`src/rtl/sd_cmd_ctrl.sv`:
```
// rtl/sd_cmd_ctrl.sv - SD CMD-line controller: 48-bit command out, 48/136-bit response in
// Receive CRC7 checking is built only when SD_CMD_CRC_CHECK_EN is defined.
module sd_cmd_ctrl #(
   parameter int CLK_DIV     = 4,
   parameter int RSP_TIMEOUT = 64,
   parameter int NCC         = 8
) (
   input  logic         clk,
   input  logic         rst,
   input  logic         cmd_start,
   input  logic [5:0]   cmd_idx,
   input  logic [31:0]  cmd_arg,
   input  logic [1:0]   rsp_type,
   output logic         busy,
   output logic         done,
   output logic [127:0] rsp_data,
   output logic         err_timeout,
   output logic         err_crc,
   output logic         sd_clk,
   output logic         sd_cmd_out_o,
   output logic         sd_cmd_oe,
   input  logic         sd_cmd_dat_i
);
   localparam int               DIV_W    = (CLK_DIV > 1) ? $clog2(CLK_DIV) : 1;
   localparam logic [DIV_W-1:0] DIV_LAST = DIV_W'(CLK_DIV - 1);
   localparam logic [15:0]      TO_LAST  = 16'(RSP_TIMEOUT - 1);
   localparam logic [15:0]      GAP_LAST = 16'(2 * NCC - 1);

   typedef enum logic [2:0] {IDLE, SEND, WAIT, RECV, GAP} state_t;
   state_t state, state_nxt;

   logic [DIV_W-1:0] div_cnt;
   logic             tick, rise_tick, fall_tick;
   logic [15:0]      cnt;
   logic [15:0]      rx_last;
   logic [47:0]      tx_shift;
   logic [1:0]       type_q;
   logic             send_last, wait_hit, wait_last, recv_last, gap_last;
`ifdef SD_CMD_CRC_CHECK_EN
   logic [6:0]       rx_crc;
`endif

   function automatic logic [6:0] crc7_step(input logic [6:0] c, input logic b);
      logic fb;
      fb = b ^ c[6];
      return {c[5:0], 1'b0} ^ (fb ? 7'h09 : 7'h00);
   endfunction

   function automatic logic [6:0] crc7_40(input logic [39:0] d);
      logic [6:0] c;
      c = 7'h00;
      for (int i = 39; i >= 0; i--) c = crc7_step(c, d[i]);
      return c;
   endfunction

   // sd_clk is free-running; a tick marks the clk cycle on which sd_clk flips.
   assign tick      = (div_cnt == DIV_LAST);
   assign rise_tick = tick && !sd_clk;
   assign fall_tick = tick && sd_clk;

   always_ff @(posedge clk or negedge rst) begin
      if (!rst) begin
         div_cnt <= '0;
         sd_clk  <= 1'b0;
      end else if (tick) begin
         div_cnt <= '0;
         sd_clk  <= ~sd_clk;
      end else begin
         div_cnt <= div_cnt + DIV_W'(1);
      end
   end

   assign rx_last   = (type_q == 2'b10) ? 16'd135 : 16'd47;
   assign send_last = fall_tick && (cnt == 16'd48);
   assign wait_hit  = rise_tick && !sd_cmd_dat_i;
   assign wait_last = rise_tick && sd_cmd_dat_i && (cnt == TO_LAST);
   assign recv_last = rise_tick && (cnt == rx_last);
   // GAP counts sd_clk half-periods so NCC full cycles elapse whichever edge it starts on.
   assign gap_last  = tick && (cnt == GAP_LAST);

   always_ff @(posedge clk or negedge rst) begin
      if (!rst) state <= IDLE;
      else      state <= state_nxt;
   end

   always_comb begin
      state_nxt = state;
      case (state)
         IDLE: if (cmd_start) state_nxt = SEND;
         SEND: if (send_last) state_nxt = (type_q == 2'b00) ? GAP : WAIT;
         WAIT: begin
            if (wait_hit)       state_nxt = RECV;
            else if (wait_last) state_nxt = GAP;
         end
         RECV: if (recv_last) state_nxt = GAP;
         GAP:  if (gap_last) state_nxt = IDLE;
         default: state_nxt = IDLE;
      endcase
   end

   always_ff @(posedge clk or negedge rst) begin
      if (!rst) begin
         busy         <= 1'b0;
         done         <= 1'b0;
         rsp_data     <= '0;
         err_timeout  <= 1'b0;
         sd_cmd_out_o <= 1'b1;
         sd_cmd_oe    <= 1'b0;
         cnt          <= '0;
         tx_shift     <= '0;
         type_q       <= '0;
`ifdef SD_CMD_CRC_CHECK_EN
         err_crc      <= 1'b0;
         rx_crc       <= '0;
`endif
      end else begin
         done <= 1'b0;
         case (state)
            IDLE: if (cmd_start) begin
               tx_shift    <= {2'b01, cmd_idx, cmd_arg, crc7_40({2'b01, cmd_idx, cmd_arg}), 1'b1};
               type_q      <= rsp_type;
               busy        <= 1'b1;
               err_timeout <= 1'b0;
               cnt         <= '0;
`ifdef SD_CMD_CRC_CHECK_EN
               err_crc     <= 1'b0;
`endif
            end
            SEND: if (fall_tick) begin
               if (cnt == 16'd48) begin
                  sd_cmd_oe    <= 1'b0;
                  sd_cmd_out_o <= 1'b1;
                  cnt          <= '0;
               end else begin
                  sd_cmd_oe    <= 1'b1;
                  sd_cmd_out_o <= tx_shift[47];
                  tx_shift     <= {tx_shift[46:0], 1'b0};
                  cnt          <= cnt + 16'd1;
               end
            end
            WAIT: begin
               if (wait_hit) begin
                  rsp_data <= '0;
                  cnt      <= 16'd1;
`ifdef SD_CMD_CRC_CHECK_EN
                  rx_crc   <= '0;
`endif
               end else if (wait_last) begin
                  err_timeout <= 1'b1;
                  cnt         <= '0;
               end else if (rise_tick) begin
                  cnt <= cnt + 16'd1;
               end
            end
            RECV: if (rise_tick) begin
               if (recv_last) begin
                  cnt <= '0;
                  if (type_q == 2'b10) rsp_data <= {rsp_data[126:0], sd_cmd_dat_i};
                  else                 rsp_data <= {82'b0, rsp_data[44:0], sd_cmd_dat_i};
`ifdef SD_CMD_CRC_CHECK_EN
                  // rsp_data[6:0] currently holds received frame bits 7..1
                  if (type_q == 2'b01 && rx_crc != rsp_data[6:0]) err_crc <= 1'b1;
`endif
               end else begin
                  rsp_data <= {rsp_data[126:0], sd_cmd_dat_i};
                  cnt      <= cnt + 16'd1;
`ifdef SD_CMD_CRC_CHECK_EN
                  if (cnt < 16'd40) rx_crc <= crc7_step(rx_crc, sd_cmd_dat_i);
`endif
               end
            end
            GAP: if (tick) begin
               if (cnt == GAP_LAST) begin
                  done <= 1'b1;
                  busy <= 1'b0;
                  cnt  <= '0;
               end else begin
                  cnt <= cnt + 16'd1;
               end
            end
            default: ;
         endcase
      end
   end

`ifndef SD_CMD_CRC_CHECK_EN
   assign err_crc = 1'b0;
`endif

endmodule

```
`config.mk`:
```
export PLATFORM = sky130hd
export DESIGN_NAME = sd_cmd_ctrl
export DESIGN_NICKNAME = d
export VERILOG_FILES = /design/src/rtl/sd_cmd_ctrl.sv
export SDC_FILE = /design/constraint.sdc
export NUM_CORES = 1
export LEC_CHECK = 0
export CORE_ASPECT_RATIO = 0.75
export CORE_UTILIZATION = 52
export DETAILED_ROUTE_END_ITERATION = 7
export GPL_TIMING_DRIVEN = 0
export PLACE_DENSITY_LB_ADDON = 0.08
export SLEW_MARGIN = 5
export SYNTH_ARGS = -nofsm -noshare
export SYNTH_HDL_FRONTEND = slang
export SYNTH_SLANG_ARGS = --single-unit
```
`constraint.sdc`:
```
create_clock -name clk -period 3.06 [get_ports clk]
set_input_delay 0.765 -clock clk [delete_from_list [all_inputs] [get_ports clk]]
set_output_delay 0.765 -clock clk [all_outputs]
set_load 0.01 [all_outputs]
```
==> After elaboration in Yosys (flattened, before gate mapping) <==
Index checks and enable logic that the tools add are counted.
{ "totals": {"ff_bits": 205, "in_bits": 44, "out_inout_bits": 135, "elab_cells": 220} }
{ "op_classes": {"add_sub_neg": 2, "n_eq_ne": 24, "mux": 81, "n_bitwise": 76, "n_reduce_logical": 25} }
{ "op_table": {"columns": ["op", "count"], "rows": [
  ["$mux W128", 4],
  ["$pmux W128 S2", 1],
  ["$xor A7 B4 Y7", 36],
  ["$mux W16", 10],
  ["$mux W4", 38],
  ["$mux W48", 3],
  ["$pmux W48 S2", 1],
  ["$pmux W16 S5", 1],
  ["$xor A1 B1 Y1", 35],
  ["$eq A16 B6 Y1 const B", 2],
  ["$ne A2 B2 Y1 const B", 12],
  ["$mux W3", 7],
  ["$add A16 B1 Y16 const B", 1],
  ["$eq A16 B4 Y1 const B", 1],
  ["$eq A16 B8 Y1", 1],
  ["$pmux W3 S5", 1],
  ["$reduce_and A4 Y1", 3],
  ["$mux W1", 11],
  ["$logic_and A1 B1 Y1", 8],
  ["$mux W8", 1],
  ["$reduce_bool A2 Y1", 4],
  ["$eq A3 B2 Y1 const B", 2],
  ["$reduce_and A6 Y1", 1],
  ["$xor A6 B4 Y6", 1],
  ["other kinds (18)", 23]
]} }

==> Logic depth before layout (Yosys ltp) <==
{ "depth": {"word_depth": 111, "mapped_depth": 10, "mapped_depth_nobuf": 8} }

==> Worst setup path before layout <==
No wires, ideal clock.
{ "synth_timing": {"path_type": "input -> register", "start": "input cmd_idx[5]", "end": "register tx_shift[4]", "t_arrival_ns": 2.793, "t_required_ns": 2.917, "setup_slack_ns": 0.124, "path_stages": 7, "path_buffers": 0, "path_cell_list": "xnor3_2 xnor2_4 xor3_2 xnor3_2 xor2_2 xnor2_1 a21oi_1"} }
{ "synth_between": {"elab_chain_cells": 54, "word_cells_on_any_way": 84, "cone_classes": "mux: 25; bitwise: 59"} }
{ "synth_rtl": {"columns": ["element", "line", "source"], "rows": [
  ["start, declared", "11", "input logic [5:0] cmd_idx,"],
  ["$mux W4 (*)", "46", "return {c[5:0], 1'b0} ^ (fb ? 7'h09 : 7'h00);"],
  ["$xor A6 B4 Y6 (*)", "46", null],
  ["$xor A7 B4 Y7 (*) (2 in a row)", "46", null],
  ["$xor A1 B1 Y1 or $xor A7 B4 Y7 (tied branches)", "45, 46", null],
  ["$mux W4 or $xor A7 B4 Y7 (tied branches)", "46", null],
  ["$xor A7 B4 Y7 (*) (4 in a row)", "46", null],
  ["$xor A1 B1 Y1 or $xor A7 B4 Y7 (tied branches)", "45, 46", null],
  ["$mux W4 or $xor A7 B4 Y7 (tied branches)", "46", null],
  ["[25 not listed]", null, null],
  ["$xor A1 B1 Y1 or $xor A7 B4 Y7 (tied branches)", "45, 46", null],
  ["$mux W4 or $xor A7 B4 Y7 (tied branches)", "46", null],
  ["$xor A7 B4 Y7 (*) (7 in a row)", "46", null],
  ["$xor A1 B1 Y1 or $xor A7 B4 Y7 (tied branches)", "45, 46", null],
  ["$mux W4 or $xor A7 B4 Y7 (tied branches)", "46", null],
  ["$xor A7 B4 Y7 (*) (4 in a row)", "46", null],
  ["$mux W48 (*)", "119", "IDLE: if (cmd_start) begin"],
  ["$pmux W48 S2 (*)", "118", "case (state)"],
  ["end signal, assigned", "120", "tx_shift <= {2'b01, cmd_idx, cmd_arg, crc7_40({2'b01, cmd_idx, cmd_arg}), 1'b1};"],
  ["end signal, assigned", "137", "tx_shift <= {tx_shift[46:0], 1'b0};"],
  ["end, declared", "36", "logic [47:0] tx_shift;"]
]} }
Every way passes the cells marked *; elsewhere a longest branch is shown, timed or not. The select of a mux whose other input is x is not followed.
A chain may end at the register's enable or synchronous reset.

==> Worst setup path in the final report <==
{ "layout_timing": {"start": "input cmd_arg[27]", "end": "register tx_shift[4]"} }
{ "layout_between": {"elab_chain_cells": 44, "word_cells_on_any_way": 56, "cone_classes": "mux: 15; bitwise: 41"} }
{ "layout_rtl": {"columns": ["element", "line", "source"], "rows": [
  ["start, declared", "12", "input logic [31:0] cmd_arg,"],
  ["$xor A1 B1 Y1 (*)", "45", "fb = b ^ c[6];"],
  ["$mux W4 (*)", "46", null],
  ["$xor A7 B4 Y7 (*) (4 in a row)", "46", null],
  ["$xor A1 B1 Y1 or $xor A7 B4 Y7 (tied branches)", "45, 46", null],
  ["$mux W4 or $xor A7 B4 Y7 (tied branches)", "46", null],
  ["$xor A7 B4 Y7 (*) (4 in a row)", "46", null],
  ["$xor A1 B1 Y1 or $xor A7 B4 Y7 (tied branches)", "45, 46", null],
  ["$mux W4 or $xor A7 B4 Y7 (tied branches)", "46", null],
  ["[16 not listed]", null, null],
  ["$xor A1 B1 Y1 or $xor A7 B4 Y7 (tied branches)", "45, 46", null],
  ["$mux W4 or $xor A7 B4 Y7 (tied branches)", "46", null],
  ["$xor A7 B4 Y7 (*) (4 in a row)", "46", null],
  ["$xor A1 B1 Y1 or $xor A7 B4 Y7 (tied branches)", "45, 46", null],
  ["$mux W4 or $xor A7 B4 Y7 (tied branches)", "46", null],
  ["$xor A7 B4 Y7 (*) (4 in a row)", "46", null],
  ["$mux W48 (*)", "119", null],
  ["$pmux W48 S2 (*)", "118", null]
]} }
Marked as above.

==> impl_metrics.ini <==
[final_layout]
final_area_um2 = 11930
area_delta_synth_final_pct = 31.69
antenna_cells = 0
layout.cells.non_filler = 1178
nets = 995
drive_gt1_share_pct = 7.477

[placed_design]
dpl.hpwl_mm = 15.40
dp.cells = 1138
gp_congestion = 0.8409
post-place-ws_ps = -679.2
place_area_um2 = 11130
placement.io_buffers = 177

[sta]
grt_setup_unrepaired = no
finalHoldViolations = 0
period_share_pct = 97.73
setup_ws_ps = 69.56
min_period_ps = 2990
max_slew_margin_pct = 43.51
clock-skew-final_ps = 10.94
slew_viol_final = 0
setup_viol = 0
worst_slew_pin_slew_ps = 847.4
fmax_ghz = 0.3344
tns_ps = 0

[global_routing]
overflow = 0
antenna_found_initial = 0
gr-usage-all-layers_pct = 24.82
grt_pass1_vias = 6636
grt_pass1_wl_mm = 35.29
grt_max_degree = 104

[synth]
synth_flop_cell = dfrtp_1
avgSynthCellArea_um2 = 12.16
synth-seq-cells = 205
yosysWarnings = 0
synthTopCellsByArea = dfrtp_1 56%, a22o_1 12%, mux2i_1 4.5%
seq_area_frac_synth_pct = 56.64
syn_inst = 745
synthMostInstantiatedCell = dfrtp_1
synth_edf_count = 0
syn_area_um2 = 9060
synth_top_cell_by_area = dfrtp_1
syn_nets = 792
synthDistinctLibCells = 51
synth_async_sr_flop_share_pct = 100.0
synth.top_cell.area_share_pct = 56.35
ys_top_cells_by_count = 204 x dfrtp_1, 129 x a22o_1, 80 x nor2_1

[worst_setup_path]
worstSetupStartpointType = input port
path_delay_family = XOR/XNOR gates
crit_arrival_ps = 3340
worstSetupPathType = in2reg
worst_setup_path_end_kind = register
max_stage_delay_ps = 510
path_buf_inv = 1
path_common_cell = xnor3_2
cp.required_ps = 3410
cpMaxStageDelayCell = clkdlybuf4s50_1
crit_fanout = 3
path_cells = clkdlybuf4s50_1 -> xnor3_2 -> xnor2_4 -> xor3_2 -> xnor3_2 -> xor2_2 -> xnor2_1 -> a21oi_1

[clock_network]
clkLatencyLatePin_ps = 500
cts_root_buf = clkbuf_16
cts_tree = yes
cts_buffer_depth = 3
numCtsBuffers = 21
htreeDepth = 1
path_clk_slew_ps = 70
cts_sinks = 205
cts_hold_buf = 0

[detailed_routing]
drc = 0
wirelength_mm = 22.01
wire_per_inst_um = 18.69
via_per_inst = 5.768
first_pass_iters = 5
antenna_left = 0
vias = 6795
drt_iter0_drc = 506

[worst_hold_path]
worstHoldPathType = in2async

[power_and_ir_drop]
p_leak_nw = 5.330
power_density_nw_per_um2 = 729.5
peakVddDrop_v = 0.0005674

[floorplanning]
die_w_um = 154.4
core_um2 = 16930
start_util_pct = 53.52
fp.dieH_um = 116.3
die-area_um2 = 17960
num_rows = 41
io_pins = 179

[job]
drv_cap = 0

[status]
outcome = completed
layout by cell type, fill, tap and decap left out, drive strengths merged, types with 3 or more instances in the layout:
master,instances
nand4b,3
nand3,7
and3,6
a21oi,46
inv,8
xnor2,40
xor2,23
dfrtp,204
a31oi,3
a21o,4
nor3,4
clkinv,4
clkinvlp,5
nand2,25
buf,8
nor2,80
clkbuf,71
bufinv,3
mux2i,41
a22o,129
dlymetal6s2s,4
clkdlybuf4s50,171
ha,3
nand2b,4
nand4,9
xnor3,13
a221oi,3
o21ai,13
through the flow:
stage,utilization [%],hold WS [ps],total power [mW]
floorplan,-,403.1,5.363
global placement,65.57,414.4,5.943
detailed placement,65.77,415.7,6.040
CTS,70.19,328.2,8.723
global route,70.48,357.1,9.165
finish,70.48,289.6,8.704
logic make-up (layout without fill, tap and decap cells):
| family | after synthesis | in the layout | synth area share [%] |
|---|---|---|---|
| other | 1 | 1 | 0.04139 |
| buffers and inverters | 57 | 275 | 2.458 |
| muxes | 43 | 43 | 4.778 |
| AOI/OAI and AO/OA | 209 | 209 | 17.62 |
| and+or+nand+nor | 150 | 150 | 7.568 |
| adders and majority gates | 3 | 3 | 0.4144 |
| DFF | 205 | 205 | 56.64 |
| xor gates and xnor gates | 77 | 77 | 10.48 |
timing repair:
action,in CTS,in global routing
setup endpoints to repair,3,46
gates resized for setup,3,11
pin swaps,4,3
setup buffers,2,1
registers in the layout (all words and copies together), names as in the netlist:
signal,count
busy,1
cnt,16
sd_cmd_oe,1
type_q,2
err_timeout,1
state,3
sd_clk,1
done,1
rsp_data,128
tx_shift,48
sd_cmd_out_o,1
div_cnt,2
path summary, 6_finish.rpt:
check	start	to	slack, ps	cells after the start
worst max register to register	cnt[0]$_DFFE_PN0P_	state[2]$_DFFE_PN0P_	120	8
worst min-delay path	rst	div_cnt[1]$_DFF_PN0_	290	1
max in group asynchronous	rst	rsp_data[66]$_DFFE_PN0P_	1810	2
min in group clk	div_cnt[0]$_DFF_PN0_	div_cnt[0]$_DFF_PN0_	430	1
worst max-delay path	cmd_arg[27]	tx_shift[4]$_DFFE_PN0P_	70	8
worst min register to register	div_cnt[0]$_DFF_PN0_	div_cnt[0]$_DFF_PN0_	430	1
worst register-to-register path: stages, from the launching register on:
cell       delay, ps
dfrtp_1          460
ha_1             240
and3_1           200
and3_2           270
or4b_1           530
o2bb2ai_1        200
or2_1            260
a31oi_1          290
mux2_2           380
final cells by class:
class / count / area (µm²)
Multi-Input combinational cell: 483 / 3760
Clock inverter: 13 / 156.4
Timing Repair Buffer: 181 / 1836
Fill cell: 1218 / 4997
Buffer: 49 / 192.7
Inverter: 7 / 26.28
Sequential cell: 205 / 5131
Clock buffer: 25 / 560.5
Tap cell: 215 / 269.0
routing by layer:
metal / global-route usage (%) / wire (µm) / share of wire [%]
met1: 37.28 / 10400 / 47
met3: 5.306 / 1401 / 6.4
met2: 36.89 / 9726 / 44
met4: 6.337 / 478 / 2.2
met5: 0 / 0 / 0
report_power, final:
part | internal (mW) | switching (mW) | total (mW)
logic | 1.24 | 1.50 | 2.74
clock network | 1.57 | 1.07 | 2.64
registers | 3.10 | 0.221 | 3.32
total | 5.92 | 2.79 | 8.70
Power figures use the tool's default switching activity.
